### src/rtl/simon_key_schedule.sv
// Simon 64/128 round-key generator: expands a 128-bit master key in a 4-word sliding window,
// emitting one 32-bit round key per valid/ready transfer.
module simon_key_schedule #(
  parameter int ROUNDS = 44
) (
  input  logic         clk,
  input  logic         rstn,
  input  logic         start,
  input  logic [127:0] key,
  output logic         busy,
  output logic         rk_valid,
  input  logic         rk_ready,
  output logic [31:0]  round_key,
  output logic [5:0]   round_idx,
  output logic         last
);

  localparam logic [61:0] Z3 = 62'b11011011101011000110010111100000010010001010011100110100001111;
  localparam logic [5:0]  LAST_IDX = 6'(ROUNDS - 1);

  typedef enum logic {IDLE, RUN} state_t;

  state_t      state;
  logic [31:0] w0, w1, w2, w3;
  logic [5:0]  zidx;

  logic [31:0] rot3, t1, t2, knew;
  logic        zbit, xfer;

  // z3 is written MSB-first, so character j lives at bit 61-j
  assign zbit = Z3[6'd61 - zidx];
  assign rot3 = {w3[2:0], w3[31:3]};
  assign t1   = rot3 ^ w1;
  assign t2   = t1 ^ {t1[0], t1[31:1]};
  assign knew = 32'hFFFF_FFFC ^ {31'd0, zbit} ^ w0 ^ t2;
  assign xfer = rk_valid & rk_ready;

  assign round_key = w0;

  always_ff @(posedge clk) begin
    if (!rstn) begin
      state     <= IDLE;
      busy      <= 1'b0;
      rk_valid  <= 1'b0;
      last      <= 1'b0;
      round_idx <= 6'd0;
      zidx      <= 6'd0;
      w0        <= 32'd0;
      w1        <= 32'd0;
      w2        <= 32'd0;
      w3        <= 32'd0;
    end else begin
      case (state)
        IDLE: begin
          if (start) begin
            state     <= RUN;
            w0        <= key[31:0];
            w1        <= key[63:32];
            w2        <= key[95:64];
            w3        <= key[127:96];
            round_idx <= 6'd0;
            zidx      <= 6'd0;
            busy      <= 1'b1;
            rk_valid  <= 1'b1;
            last      <= (LAST_IDX == 6'd0);
          end
        end
        RUN: begin
          if (xfer) begin
            w0        <= w1;
            w1        <= w2;
            w2        <= w3;
            w3        <= knew;
            round_idx <= round_idx + 6'd1;
            zidx      <= (zidx == 6'd61) ? 6'd0 : zidx + 6'd1;
            if (last) begin
              state    <= IDLE;
              busy     <= 1'b0;
              rk_valid <= 1'b0;
              last     <= 1'b0;
            end else begin
              last <= ((round_idx + 6'd1) == LAST_IDX);
            end
          end
        end
      endcase
    end
  end

endmodule

### config.mk
export PLATFORM = sky130hd
export DESIGN_NAME = simon_key_schedule
export DESIGN_NICKNAME = d
export VERILOG_FILES = /design/src/rtl/simon_key_schedule.sv
export SDC_FILE = /design/constraint.sdc
export NUM_CORES = 1
export LEC_CHECK = 0
export CAP_MARGIN = 10
export CORE_MARGIN = 2
export CORE_UTILIZATION = 55
export CTS_CLUSTER_DIAMETER = 50
export DETAILED_ROUTE_END_ITERATION = 7
export GPL_TIMING_DRIVEN = 0
export PLACE_DENSITY_LB_ADDON = 0.08
export RECOVER_POWER = 25
export SYNTH_ARGS = -nofsm -noshare
export SYNTH_HDL_FRONTEND = slang
export SYNTH_SLANG_ARGS = --single-unit
### constraint.sdc
create_clock -name clk -period 3.9 [get_ports clk]
set_input_delay 0.975 -clock clk [delete_from_list [all_inputs] [get_ports clk]]
set_output_delay 0.975 -clock clk [all_outputs]
set_load 0.05 [all_outputs]
==> results of run 1 <==
-- logic make-up after synthesis --
family,count (synthesis),synth area share
and+or+nand+nor,209,0.123
AOI/OAI and AO/OA,190,0.200
DFF,143,0.373
xor gates and xnor gates,103,0.117
muxes,100,0.132
buffers and inverters,69,0.0384
adders and majority gates,10,0.0163
-- worst max-delay path, cell delays in order --
cell and delay (ns):
dlygate4sd3_1 0.57, nand3_1 0.37, nand2_1 0.45, clkbuf_1 0.51, clkbuf_1 0.55, o211a_1 0.21
-- state kept, by name, summed over array words and instances (netlist names) --
register	count
last	1
rk_valid	1
round_idx	6
round_key	32
state	1
w1	32
w2	32
w3	32
zidx	6
-- per-layer routing --
layer,vias up,wire length [microns]
met4,0,226
met5,-,0
met2,241,10600
li1,3274,-
met3,26,1320
met1,3344,10100
-- power by group through the flow --
stage,Sequential (mW),Combinational (mW),Clock [mW]
after detailed placement,1.73,1.14,0
after global routing,1.72,1.23,1.77
final,1.71,1.14,1.71
after CTS,1.71,1.15,1.72
after global placement,1.73,1.13,0
after floorplan,1.81,0.695,0
-- Yosys cell counts, drive strengths merged (4+ instances only) --
| master | instances |
|---|---|
| a211oi | 29 |
| clkbuf | 41 |
| mux2i | 99 |
| xor2 | 4 |
| o211a | 96 |
| nor2 | 39 |
| nand2 | 105 |
| o21ai | 9 |
| nand3 | 8 |
| buf | 25 |
| nor2b | 42 |
| xnor2 | 99 |
| ha | 10 |
| dfxtp | 143 |
| a21oi | 45 |
-- layout make-up --
class | instances | area [sq um] | share of cell area
flip-flops and latches | 143 | 2860 | 0.280
plain buffers | 66 | 277 | 0.0270
repair buffers | 171 | 1710 | 0.167
inverters | 3 | 11.3 | 0.00110
clock inverters | 11 | 164 | 0.0160
multi-input cells | 612 | 4520 | 0.442
clock buffers | 21 | 450 | 0.0441
well taps | 180 | 225 | 0.0220
-- final timing paths --
kind	cells after the start	slack [ns]	from	end
max	6	0.63	rk_ready	round_key[0]$_SDFFE_PN0P_
min	1	0.50	w2[12]$_SDFFE_PN0P_	w2[12]$_SDFFE_PN0P_
max reg2reg	6	1.19	state$_SDFF_PN0_	round_key[0]$_SDFFE_PN0P_
min reg2reg	1	0.50	w2[12]$_SDFFE_PN0P_	w2[12]$_SDFFE_PN0P_
-- stage by stage --
| stage | instances | power [mW] | hold slack [ns] |
|---|---|---|---|
| CTS | 1207 | 4.57 | 0.501 |
| finish | 1207 | 4.56 | 0.497 |
| global placement | 1175 | 2.86 | 0.479 |
| global route | 1207 | 4.72 | 0.517 |
| floorplan | 824 | 2.50 | 0.472 |
| detailed placement | 1175 | 2.88 | 0.487 |
==> impl_results.md, run 1 <==
- Setup Fix Bufs, Post-CTS: 0
- Status: complete, no violations
- CTS tree: built
- Most frequent cells in the layout: dfxtp_1 (143), clkdlybuf4s50_1 (139), nand2_1 (105)
- Internal power: approximately 3.2 mW
- Final Max Slew Viols: 0
- GPL Wtd Cong: 0.896
- Setup ws final: 0.634 ns
- Largest net degree at the start of global routing: 17
- Routing usage on met1: 0.403
- Switching Power: 1.34 mW
- Switching Share: 0.293
- Synth Area per Inst: approximately 9.3 sq um
- Ys async rst share: 0
- Vias in the first global route: 6563
- Antenna violations before repair: 0
- # rows: 43
- Most used DFF post-synth: dfxtp_1
- Antenna Cells: 0
- Reg clk slew, reported paths: 0.06 ns
- VDD IR-drop max: 0.423 mV
- Crit-path max FO: 10
- CTS resizes: 0
- Flop pwr share: 0.374
- Horiz. Die Dim: about 120 microns
- Core ar.: 13800 sq um
- Rel. slew slack: 0.415
- Dominant cell type by area after synthesis: dfxtp_1
- Max cap viols: 0
- Achievable Freq: 306 MHz
- RSZ-0062 raised after global routing: false
- Busiest metal layer after global routing: met2
- M2 GR Usage: 0.501
- Final instance area: 10200 sq um
- Synth cell types: 39
- Pre-CTS setup slack: 0.544 ns
- Cts hold-fix bufs: 0
- Sequential cell area fraction in the yosys report: 0.373
- GRT overflow: 0
- Die area: 14900 sq um
- Finish-stage setup viols: 0
- Setup_tns: 0 ns
- Final Skew: 0.0130 ns
- Wire length of the first global-routing pass: between 30000 and 40000 microns
- Clock tree sinks: 143
- Clk pwr share: 0.376
- WP data arrival: 3.63 ns
- H-tree depth: 4
- WS Path Type: input port to flop
- Worst Setup End Kind: flop
- Clock Latency Late Sink: 0.43 ns
- Final WL: 22200 microns
- Hold Crit Class: flop to flop
- M3 GR Usage: 0.0524
- Vias per cell: roughly 5.7
- Drt first pass iters: 5
- Clk buf depth: 2
- Antenna violation net count after detailed routing: 0
- Final Hold Viols: 0
- EDFF count, synth: 0
- Avg WL per Cell: roughly 18 microns
- Input/output buffers: 171
- Area contributors post-synth: dfxtp_1 (37%), mux2i_1 (13%), o211a_1 (13%), xnor2_1 (11%), nand2_1 (5.1%)
- Num CTS Buffers: 17
- Period minus WS final: 3.27 ns
- Leakage power: 4.74 nW
- Crit start category: input port
- Worst Max-Slew Pin Slew: 0.877 ns
- Root Driver: clkbuf_16
- Power Dens Cells: around 450 nW/um^2
- Routed via count: a little under 7000
- Syn Nets: 966
- DP HPWL: 16300 microns
- Synthesized instance count: 824
- Yosys top cell area share: 0.373
- CP Data Required Time: about 4.3 ns
- Core Util, Final: 0.742
- Commonest non-fill, non-tap cell in the layout: dfxtp_1
- Initial Utilization: 0.558
- Share of layout cells above drive strength 1: 0.0526
- Period utilization: 0.837
- Top Ports: 173
- Fin nets: 1156
- DRT iter0 DRCs: roughly 430
- FF+latch count, synth: ~140
- Fill count: 1121
- Layout overhead on the synthesized area: 33.1%
- Dpl cell area: 9620 sq um
- # DRC: 0
- GRT Total Usage: 0.299
- Synth Warn #: 0
- Die height: 122 microns
- Synth Cell Area: 7680 sq um
- Logic gate share of total power: 0.250
Power figures use the tool's default switching activity.
==> run 2, diff against run 1 <==
--- a/config.mk
+++ b/config.mk
@@ -7,7 +7,7 @@
 export LEC_CHECK = 0
 export CAP_MARGIN = 10
 export CORE_MARGIN = 2
-export CORE_UTILIZATION = 55
+export CORE_UTILIZATION = 46
 export CTS_CLUSTER_DIAMETER = 50
 export DETAILED_ROUTE_END_ITERATION = 7
 export GPL_TIMING_DRIVEN = 0
==> constraint.sdc (replaced) <==
create_clock -name clk -period 2.8 [get_ports clk]
set_input_delay 0.7 -clock clk [delete_from_list [all_inputs] [get_ports clk]]
set_output_delay 0.7 -clock clk [all_outputs]
set_load 0.05 [all_outputs]
==> run 2 against run 1 <==
Worst hold slack about the same. Core utilization is 12 points lower. Largest cell class unchanged. Cell count grew 3.3%. First-iteration DRC count shrank 7.7%. Routed wire length increased by 2.3%. Sequential share of layout area is 0.14 points lower. Via count is 2.8% lower. Sequential power rose by 39%. Setup slack got worse by 0.43 ns. Register-to-register slack worse by 0.78 ns.
==> impl_results.md, run 2 (synthesis results as in run 1) <==
- Period utilization: 0.927
- # DRC: 0
- GRT overflow: 0
- Top Ports: 173
- Finish-stage setup viols: 0
- Power Dens Cells: 615 nW/um^2
- Hold Crit Class: flop to flop
- Vias per cell: around 5.4
- Clock tree sinks: 143
- Final Hold Viols: 0
- Sequence of cells on the critical path: dlygate4sd3_1, nor2b_1, nor2_1, buf_2, buf_1, a21oi_1, nor2b_1
- Die height: 133 microns
- Worst hold path endpoint: w2[29]$_SDFFE_PN0P_
- Worst Max-Slew Pin Slew: 0.947 ns
- Avg WL per Cell: between 15 and 20 microns
- Final WL: about 23000 microns
- Critical path's largest stage delay: 0.61 ns
- Final instance area: 10300 sq um
- CP delay by family, top: buffers and inverters
- Worst Setup End Kind: flop
- Wire length of the first global-routing pass: 35400 microns
- Drt first pass iters: 5
- Max cap viols: 0
- Largest net degree at the start of global routing: 17
- Share of layout cells above drive strength 1: 0.0565
- Reg clk slew, reported paths: 0.06 ns
- # rows: 47
- Worst R2R Setup Slack: 0.41 ns
- Antenna Cells: 0
- Hold_ws: 0.497 ns
- Commonest non-fill, non-tap cell in the layout: dfxtp_1
- Core Util, Final: 0.624
- Setup_tns: 0 ns
- Post-Layout Cell Count: 1247
- Horiz. Die Dim: 133 microns
- Antenna violation net count after detailed routing: 0
- Fill count: 1478
- CTS tree: built
- Core ar.: approximately 16000 sq um
- Reg2reg end: round_key[28]$_SDFFE_PN0P_
- Inst Count DP: 1215
- Leakage power: 4.74 nW
- Worst r2r src: state$_SDFF_PN0_
- Reg2reg path depth: 6
- GRT Total Usage: 0.259
- Cts hold-fix bufs: 0
- Clk buf depth: 2
- Power consumption: 6.32 mW
- CP Buf/Inv Count: 3
- Antenna violations before repair: 0
- Num CTS Buffers: 17
- DRT iter0 DRCs: approximately 400
- Clock Latency Late Sink: around 0.43 ns
- Crit-path max FO: 10
- Hold Path Stages: 1
- Routed via count: 6694
- Worst path slowest cell: dlygate4sd3_1
- H-tree depth: 4
- Period minus WS final: between 2 and 3 ns
- Status: complete, no violations
- Rel. slew slack: 0.369
- GPL Wtd Cong: approximately 0.84
- DP HPWL: about 17000 microns
- Final Max Slew Viols: 0
- Hold path startpoint: w2[29]$_SDFFE_PN0P_
- Vias in the first global route: 6669
- CP Data Required Time: 3.16 ns
- VDD IR-drop max: 0.437 mV
- Most used cell along the critical path: nor2b_1
- RSZ-0062 raised after global routing: false
- Final Skew: 0.00757 ns
- Setup ws final: 0.204 ns
- Most frequent cells in the layout: dfxtp_1 (143), clkdlybuf4s50_1 (142), nand2_1 (104)
- Initial Utilization: 0.466
- Input/output buffers: roughly 170
- Die area: 17700 sq um
- Crit start category: input port
- Dpl cell area: 9670 sq um
- WS Path Type: input port to flop
- Layout overhead on the synthesized area: 33.8%
- Fin nets: 1156
- Root Driver: clkbuf_16
- Pre-CTS setup slack: -0.279 ns
- Achievable Freq: between 300 and 400 MHz
- WP data arrival: 2.96 ns
==> run 2: cell types whose count changed in the layout (fill, tap and decap cells not counted), sizes merged <==
cell           change
dlygate4sd3        -3
clkinv             +2
clkdlybuf4s50      +3
clkbuf             -1
bufinv             -1
==> run 2: worst max path at each step <==
| stage | start | to | slack, ns | depth (start not counted) |
|---|---|---|---|---|
| floorplan | zidx[1]$_SDFFE_PN0P_ | w3[0]$_SDFFE_PN0P_ | 0.68 | 9 |
| global placement | rk_ready | round_key[28]$_SDFFE_PN0P_ | -0.31 | 6 |
| detailed placement | rk_ready | w1[6]$_SDFFE_PN0P_ | -0.28 | 7 |
| CTS | rk_ready | round_key[28]$_SDFFE_PN0P_ | 0.15 | 6 |
| global route | rk_ready | round_key[0]$_SDFFE_PN0P_ | 0.09 | 7 |
| finish | start | w3[31]$_SDFFE_PN0P_ | 0.20 | 7 |
==> run 2: where the power goes <==
| part | leakage (nW) | switching, mW | internal (mW) |
|---|---|---|---|
| registers | 1.18 | 0.169 | 2.21 |
| clock network | 0.301 | 0.892 | 1.46 |
| logic | 3.26 | 0.809 | 0.779 |
==> run 2: what timing repair did <==
item,in CTS,in global routing
gates resized for setup,0,1
buffers inserted,0,0
setup endpoints to repair,0,1
==> run 2: area by class of cell <==
class | instances | area (sq um) | area share
multi-input cells | 612 | 4520 | 0.440
clock buffers | 20 | 467 | 0.0454
inverters | 3 | 11.3 | 0.00110
plain buffers | 66 | 282 | 0.0274
flip-flops and latches | 143 | 2860 | 0.279
well taps | 220 | 275 | 0.0268
repair buffers | 171 | 1710 | 0.167
clock inverters | 12 | 140 | 0.0136
==> run 2: routing by layer <==
layer / global-route usage / wire (microns)
met4: 0.0757 / 309
met3: 0.0677 / 1180
met2: 0.422 / 10700
met1: 0.340 / 10500
met5: 0 / 0
==> run 2: worst reg2reg max path, cell delays in order (launching register included) <==
cell      delay [ns]
dfxtp_1         0.33
buf_2           0.21
nand3_1         0.38
nand2_2         0.34
buf_4           0.24
clkbuf_1        0.59
o211a_1         0.23
